`config.mk`:
```
export PLATFORM = sky130hd
export DESIGN_NAME = axi_rd_arbiter
export DESIGN_NICKNAME = d
export VERILOG_FILES = /design/src/rtl/axi_rd_arbiter.sv
export SDC_FILE = /design/constraint.sdc
export NUM_CORES = 1
export LEC_CHECK = 0
export CAP_MARGIN = 0
export CORE_AREA = 2 2 133 135
export CTS_BUF_LIST = sky130_fd_sc_hd__clkbuf_8
export DETAILED_ROUTE_END_ITERATION = 7
export DIE_AREA = 0 0 135 137
export HOLD_SLACK_MARGIN = 0.05
export PLACE_DENSITY = 0.77
export SETUP_SLACK_MARGIN = 0.15
export SLEW_MARGIN = 40
export SYNTH_ARGS = -nofsm -noshare
export SYNTH_HDL_FRONTEND = slang
export SYNTH_SLANG_ARGS = --single-unit
```
`constraint.sdc`:
```
create_clock -name aclk -period 2.95 [get_ports aclk]
set_clock_uncertainty 0.15 [all_clocks]
set_input_delay 0.4425 -clock aclk [delete_from_list [all_inputs] [get_ports aclk]]
set_output_delay 0.4425 -clock aclk [all_outputs]
set_load 0.02 [all_outputs]
```
`src/rtl/axi_rd_arbiter.sv`:
```
// axi_rd_arbiter: round-robin sharing of one AXI read port (AR + R channels)
// between NUM_REQ requesters. One transaction is in flight at a time; the R
// burst is routed back combinationally to the granted requester until r_last.

`ifndef ADDR_BITS
`define ADDR_BITS 32
`endif
`ifndef LEN_BITS
`define LEN_BITS 8
`endif
`ifndef SIZE_BITS
`define SIZE_BITS 3
`endif
`ifndef DATA_BITS
`define DATA_BITS 32
`endif

module axi_rd_arbiter #(
    parameter int NUM_REQ = 4,
    parameter int ID_BITS = 2
) (
    input  logic                             aclk,
    input  logic                             areset_n,
    // requester side
    input  logic [NUM_REQ*`ADDR_BITS-1:0]    req_araddr,
    input  logic [NUM_REQ*`LEN_BITS-1:0]     req_arlen,
    input  logic [NUM_REQ*`SIZE_BITS-1:0]    req_arsize,
    input  logic [NUM_REQ*2-1:0]             req_arburst,
    input  logic [NUM_REQ*4-1:0]             req_arcache,
    input  logic [NUM_REQ-1:0]               req_arvalid,
    output logic [NUM_REQ-1:0]               req_arready,
    output logic [`DATA_BITS-1:0]            req_rdata,
    output logic [1:0]                       req_rresp,
    output logic                             req_rlast,
    output logic [NUM_REQ-1:0]               req_rvalid,
    input  logic [NUM_REQ-1:0]               req_rready,
    // AXI master AR channel
    output logic [`ADDR_BITS-1:0]            ar_addr,
    output logic [`LEN_BITS-1:0]             ar_len,
    output logic [`SIZE_BITS-1:0]            ar_size,
    output logic [1:0]                       ar_burst,
    output logic [3:0]                       ar_cache,
    output logic                             ar_valid,
    input  logic                             ar_ready,
    // AXI master R channel
    input  logic [`DATA_BITS-1:0]            r_data,
    input  logic [1:0]                       r_resp,
    input  logic                             r_last,
    input  logic                             r_valid,
    output logic                             r_ready,
    // status
    output logic                             busy,
    output logic [ID_BITS-1:0]               grant_id,
    output logic                             len_err
);

    localparam logic [1:0] ST_IDLE = 2'd0;
    localparam logic [1:0] ST_ADDR = 2'd1;
    localparam logic [1:0] ST_DATA = 2'd2;

    // One extra bit so an overlong burst cannot wrap back onto ar_len.
    localparam int CNT_BITS = `LEN_BITS + 1;

    logic [1:0]              state_r;
    logic [ID_BITS-1:0]      ptr_r;
    logic [ID_BITS-1:0]      grant_id_r;
    logic [CNT_BITS-1:0]     beat_cnt_r;
    logic                    len_err_r;
    logic                    ar_valid_r;
    logic [`ADDR_BITS-1:0]   ar_addr_r;
    logic [`LEN_BITS-1:0]    ar_len_r;
    logic [`SIZE_BITS-1:0]   ar_size_r;
    logic [1:0]              ar_burst_r;
    logic [3:0]              ar_cache_r;

    logic                    win_found_s;
    logic [ID_BITS-1:0]      win_idx_s;
    logic                    grant_fire_s;
    logic                    beat_s;
    logic                    cnt_at_len_s;
    logic                    len_bad_s;
    logic [ID_BITS-1:0]      ptr_next_s;
    logic [CNT_BITS-1:0]     cnt_next_s;
    logic [`ADDR_BITS-1:0]   win_addr_s;
    logic [`LEN_BITS-1:0]    win_len_s;
    logic [`SIZE_BITS-1:0]   win_size_s;
    logic [1:0]              win_burst_s;
    logic [3:0]              win_cache_s;

    // Requester index 'offs' positions after 'base', wrapping at NUM_REQ.
    function automatic logic [ID_BITS-1:0] rr_index(input logic [ID_BITS-1:0] base,
                                                    input int offs);
        int sum;
        sum = int'(base) + offs;
        if (sum >= NUM_REQ) begin
            sum = sum - NUM_REQ;
        end else begin
            sum = sum;
        end
        return ID_BITS'(sum);
    endfunction

    // Round-robin search: scanning downward leaves the lowest offset from ptr as winner.
    always_comb begin
        win_found_s = 1'b0;
        win_idx_s   = '0;
        for (int k = NUM_REQ - 1; k >= 0; k--) begin
            if (req_arvalid[rr_index(ptr_r, k)]) begin
                win_found_s = 1'b1;
                win_idx_s   = rr_index(ptr_r, k);
            end else begin
                win_found_s = win_found_s;
                win_idx_s   = win_idx_s;
            end
        end
    end

    // Fields of the winning requester, ready to be captured on grant.
    always_comb begin
        win_addr_s  = req_araddr [int'(win_idx_s) * `ADDR_BITS +: `ADDR_BITS];
        win_len_s   = req_arlen  [int'(win_idx_s) * `LEN_BITS  +: `LEN_BITS];
        win_size_s  = req_arsize [int'(win_idx_s) * `SIZE_BITS +: `SIZE_BITS];
        win_burst_s = req_arburst[int'(win_idx_s) * 2 +: 2];
        win_cache_s = req_arcache[int'(win_idx_s) * 4 +: 4];
    end

    // Grant, beat and burst-length bookkeeping terms.
    always_comb begin
        grant_fire_s = (state_r == ST_IDLE) && win_found_s;
        beat_s       = (state_r == ST_DATA) && r_valid && r_ready;
        cnt_at_len_s = (beat_cnt_r == {1'b0, ar_len_r});
        if (r_last) begin
            len_bad_s = !cnt_at_len_s;
        end else begin
            len_bad_s = cnt_at_len_s;
        end
        if (grant_id_r == ID_BITS'(NUM_REQ - 1)) begin
            ptr_next_s = '0;
        end else begin
            ptr_next_s = grant_id_r + ID_BITS'(1);
        end
        if (beat_cnt_r == {CNT_BITS{1'b1}}) begin
            cnt_next_s = beat_cnt_r;
        end else begin
            cnt_next_s = beat_cnt_r + CNT_BITS'(1);
        end
    end

    // Accept strobe goes to the winner in the same IDLE cycle it is chosen.
    always_comb begin
        req_arready = '0;
        if (grant_fire_s) begin
            req_arready[win_idx_s] = 1'b1;
        end else begin
            req_arready = '0;
        end
    end

    // R-channel routing: only the granted requester sees valid / drives ready.
    always_comb begin
        req_rvalid = '0;
        r_ready    = 1'b0;
        if (state_r == ST_DATA) begin
            req_rvalid[grant_id_r] = r_valid;
            r_ready                = req_rready[grant_id_r];
        end else begin
            req_rvalid = '0;
            r_ready    = 1'b0;
        end
    end

    // Arbiter FSM, AR field capture, beat counter and sticky length error.
    always_ff @(posedge aclk or negedge areset_n) begin
        if (!areset_n) begin
            state_r    <= ST_IDLE;
            ptr_r      <= '0;
            grant_id_r <= '0;
            beat_cnt_r <= '0;
            len_err_r  <= 1'b0;
            ar_valid_r <= 1'b0;
            ar_addr_r  <= '0;
            ar_len_r   <= '0;
            ar_size_r  <= '0;
            ar_burst_r <= 2'b00;
            ar_cache_r <= 4'b0000;
        end else begin
            case (state_r)
                ST_IDLE: begin
                    if (grant_fire_s) begin
                        state_r    <= ST_ADDR;
                        grant_id_r <= win_idx_s;
                        beat_cnt_r <= '0;
                        ar_valid_r <= 1'b1;
                        ar_addr_r  <= win_addr_s;
                        ar_len_r   <= win_len_s;
                        ar_size_r  <= win_size_s;
                        ar_burst_r <= win_burst_s;
                        ar_cache_r <= win_cache_s;
                    end else begin
                        state_r <= ST_IDLE;
                    end
                end
                ST_ADDR: begin
                    if (ar_ready) begin
                        state_r    <= ST_DATA;
                        ar_valid_r <= 1'b0;
                    end else begin
                        state_r <= ST_ADDR;
                    end
                end
                ST_DATA: begin
                    if (beat_s) begin
                        beat_cnt_r <= cnt_next_s;
                        if (len_bad_s) begin
                            len_err_r <= 1'b1;
                        end else begin
                            len_err_r <= len_err_r;
                        end
                        if (r_last) begin
                            state_r <= ST_IDLE;
                            ptr_r   <= ptr_next_s;
                        end else begin
                            state_r <= ST_DATA;
                        end
                    end else begin
                        state_r <= ST_DATA;
                    end
                end
                default: begin
                    state_r    <= ST_IDLE;
                    ar_valid_r <= 1'b0;
                end
            endcase
        end
    end

    // Output mapping.
    always_comb begin
        ar_addr   = ar_addr_r;
        ar_len    = ar_len_r;
        ar_size   = ar_size_r;
        ar_burst  = ar_burst_r;
        ar_cache  = ar_cache_r;
        ar_valid  = ar_valid_r;
        busy      = (state_r != ST_IDLE);
        grant_id  = grant_id_r;
        len_err   = len_err_r;
        req_rdata = r_data;
        req_rresp = r_resp;
        req_rlast = r_last;
    end

endmodule

```
==> metrics.txt <==
largest net degree at the start of global routing=67; GR Layer Usage met2=31.8%; Setup CP Type=input pin to output pin; DRC=0; sequential cell area=0.00165 mm^2; total die area=0.0185 mm^2; Final Core Density=45.3%; initial DRC count=241; PortBufs=272; initial antenna violation count=0; Post-Syn Nets=798; Slew Limit Fails=0; share of layout cells above drive strength 1=7.20%; Placer Congestion=0.762; Post-Syn Area=0.00477 mm^2; critical path fanouts, max=4; power per cell area=806 mW/mm^2; final wirelength=17,900 um; Setup Buffers After CTS=0; Initial Utilization=27.9%; sequential area share after synthesis=34.7%; Worst Tran Pin Value=0.660 ns; Antenna Nets Post-Route=0; H-tree levels=3; drt pass-1 iters=6; Post-DP Area=0.00752 mm^2; slew margin rel.=56.0%; r2r worst-path depth=9; crit start category=input pin; Multi-input gate area=0.00270 mm^2; nets@finish=1,022; final hold slack=0.324 ns; Max Freq=363 MHz; fillers=1,671; worst setup margin=0.192 ns; top cells by area, synth=dfrtp_1 (35%), mux2i_1 (11%), a21o_1 (7.9%); met3 Usage GRT=6.74%; top-level I/O count=341; placed cells=986; Bufs on Longest Clock Path=2; Clk pin slew, worst setup/hold paths=0.07 ns; slowest library cell on the worst path=mux4_2; CP endpoint kind=output pin; Syn Inst Count=549; DP Worst Slack=-0.0391 ns; flop and latch count out of synthesis=66; first-pass GRT wire length=27,500 um; CTS tree=done; endpoints failing setup=0; met1 GRT Util=22.8%; Post-DP HPWL=12,400 um; Post-synth top flop=dfrtp_1; core area=0.0171 mm^2; critical path, cell by cell=clkdlybuf4s50_1 > mux4_2 > and3b_2 > clkdlybuf4s50_1; Wirelength per Cell=17.9 um; via count=5,070; Mean Syn Cell Area=8.68 um^2; leakage=3.17 nW; Period minus WS final=2.76 ns; Post-synth EDFFs=0; Die H=137 um; final non-filler cell total=1,003; Final Hold Vio Count=0; GRT Util Overall=19.1%; grt ovf=0; Arrival @ worst endpoint=2.17 ns; vias in the first global route=5,249; top-count cell post-synth=dfrtp_1; MaxCap Viol Count=0; CP required=2.36 ns; most frequent CP cell=clkdlybuf4s50_1; via/cell ratio=5.05; n_diodes=0; final instance area=0.00773 mm^2; max incr delay on CP=0.55 ns; FP Rows=48; status=complete, no violations; CTS buffer count=9; Root Buffer Master=clkbuf_8; P&R area growth vs syn=62.2%; clk_lat worst skew=0.35 ns; YS warnings=0; CTS sink cnt=66; GR peak layer=met2; period utilization=93.5%; async set-or-reset flop fraction in the synthesized netlist=100%; Yosys top cell by area=dfrtp_1; Die Width=135 um; Hold Path Depth=1; VDD IR-drop max=754 uV; Synth top cells by count=dfrtp_1 (66), nand2_1 (60), o21ai_0 (56); Min-Delay Path Class=register to register; share of the synthesized area in the top cell type=34.7%; RSZ-0062 raised after global routing=false; Cell variety after synth=45
==> layout make-up <==
class | count | area share [%]
timing repair buffer | 292 | 37.3
multi-input combinational | 399 | 34.9
sequential | 66 | 21.4
tap | 225 | 3.64
clock buffer | 9 | 1.60
clock inverter | 7 | 0.906
inverter | 5 | 0.243
==> timing repair <==
item,4_1_cts,5_1_grt
endpoints found under the setup margin,4,1
gates cloned,0,0
endpoints found under the hold margin,66,0
hold buffers,1,0
pin swaps,0,0
resized for setup,6,1
==> path summary, 6_finish.rpt <==
kind	start	slack, ns	to
setup / recovery	req_rready[2]	0.19	r_ready
hold / removal	len_err$_DFFE_PN0P_	0.32	len_err$_DFFE_PN0P_
setup reg to reg	beat_cnt_r[2]$_DFFE_PN0P_	0.59	beat_cnt_r[6]$_DFFE_PN0P_
hold reg to reg	len_err$_DFFE_PN0P_	0.32	len_err$_DFFE_PN0P_
max in group asynchronous	areset_n	1.67	ptr_r[0]$_DFFE_PN0P_
min in group asynchronous	areset_n	0.50	ar_burst[0]$_DFFE_PN0P_
==> placed cells by master (no fill, tap or decap), types with 2 or more instances in the layout <==
master           synthesis  layout
clkinv_2                 0       3
mux2i_1                 50      49
or3_1                    2       2
buf_4                   39      18
clkbuf_8                 0       9
and2_1                   4       4
nor2_1                  15      15
clkdlybuf4s50_1          0     267
ha_1                     6       6
dfrtp_1                 66      65
and3b_2                  2       2
a21o_1                  50      49
nand3_1                 55      55
or2_2                    2       2
inv_1                    5       5
nand2b_1                 3       3
a211oi_1                 2       2
nand2_2                  2       2
o211ai_1                49      49
nand2_1                 60      59
nand3b_1                 2       2
xnor2_1                 12      12
o21ai_0                 56      56
nor3_1                   3       3
nor4_1                   3       3
clkinv_4                 0       2
dlygate4sd2_1            0       3
==> metrics by stage <==
| step | total power [mW] | TNS [ns] |
|---|---|---|
| 2_1_floorplan | 3.83 | 0 |
| 3_3_place_gp | 5.41 | 0 |
| 3_5_place_dp | 5.47 | -0.0391 |
| 4_1_cts | 6.28 | 0 |
| 5_1_grt | 6.65 | 0 |
| 6_report | 6.23 | 0 |
==> kinds of logic after synthesis <==
family | share of synthesized area (%)
AO/OA/AOI/OAI | 23.6
AND/OR/NAND/NOR | 16.5
buffers and inverters | 10.1
flip-flops | 34.7
multiplexers | 11.2
XOR/XNOR | 2.39
adder cells (fa/ha/maj) | 1.58
==> flip-flops by register name (all words and copies together), names as in the netlist, 2 cells and up <==
register,flops
grant_id,2
ar_len,8
state_r,2
beat_cnt_r,9
ar_burst,2
ar_size,3
ptr_r,2
ar_addr,32
ar_cache,4
==> layer usage <==
layer  part of all wire [%]  up-vias
met4                    2.2        0
met2                     47      263
met3                    9.7       27
met5                      0        -
met1                     41     2387
li1                       -     2393
==> power by group <==
part           switching, mW  internal (mW)  total (mW)
Clock                  0.389          0.389       0.777
Sequential             0.285           1.30        1.58
Combinational           2.11           1.76        3.87
==> worst max-delay path: cells and delay by family <==
family | cells | cell delay [ns]
buffers and inverters | 2 | 0.94
multiplexers | 1 | 0.55
AND/OR/NAND/NOR | 1 | 0.23
No activity file was read; power rests on OpenSTA's default activity.
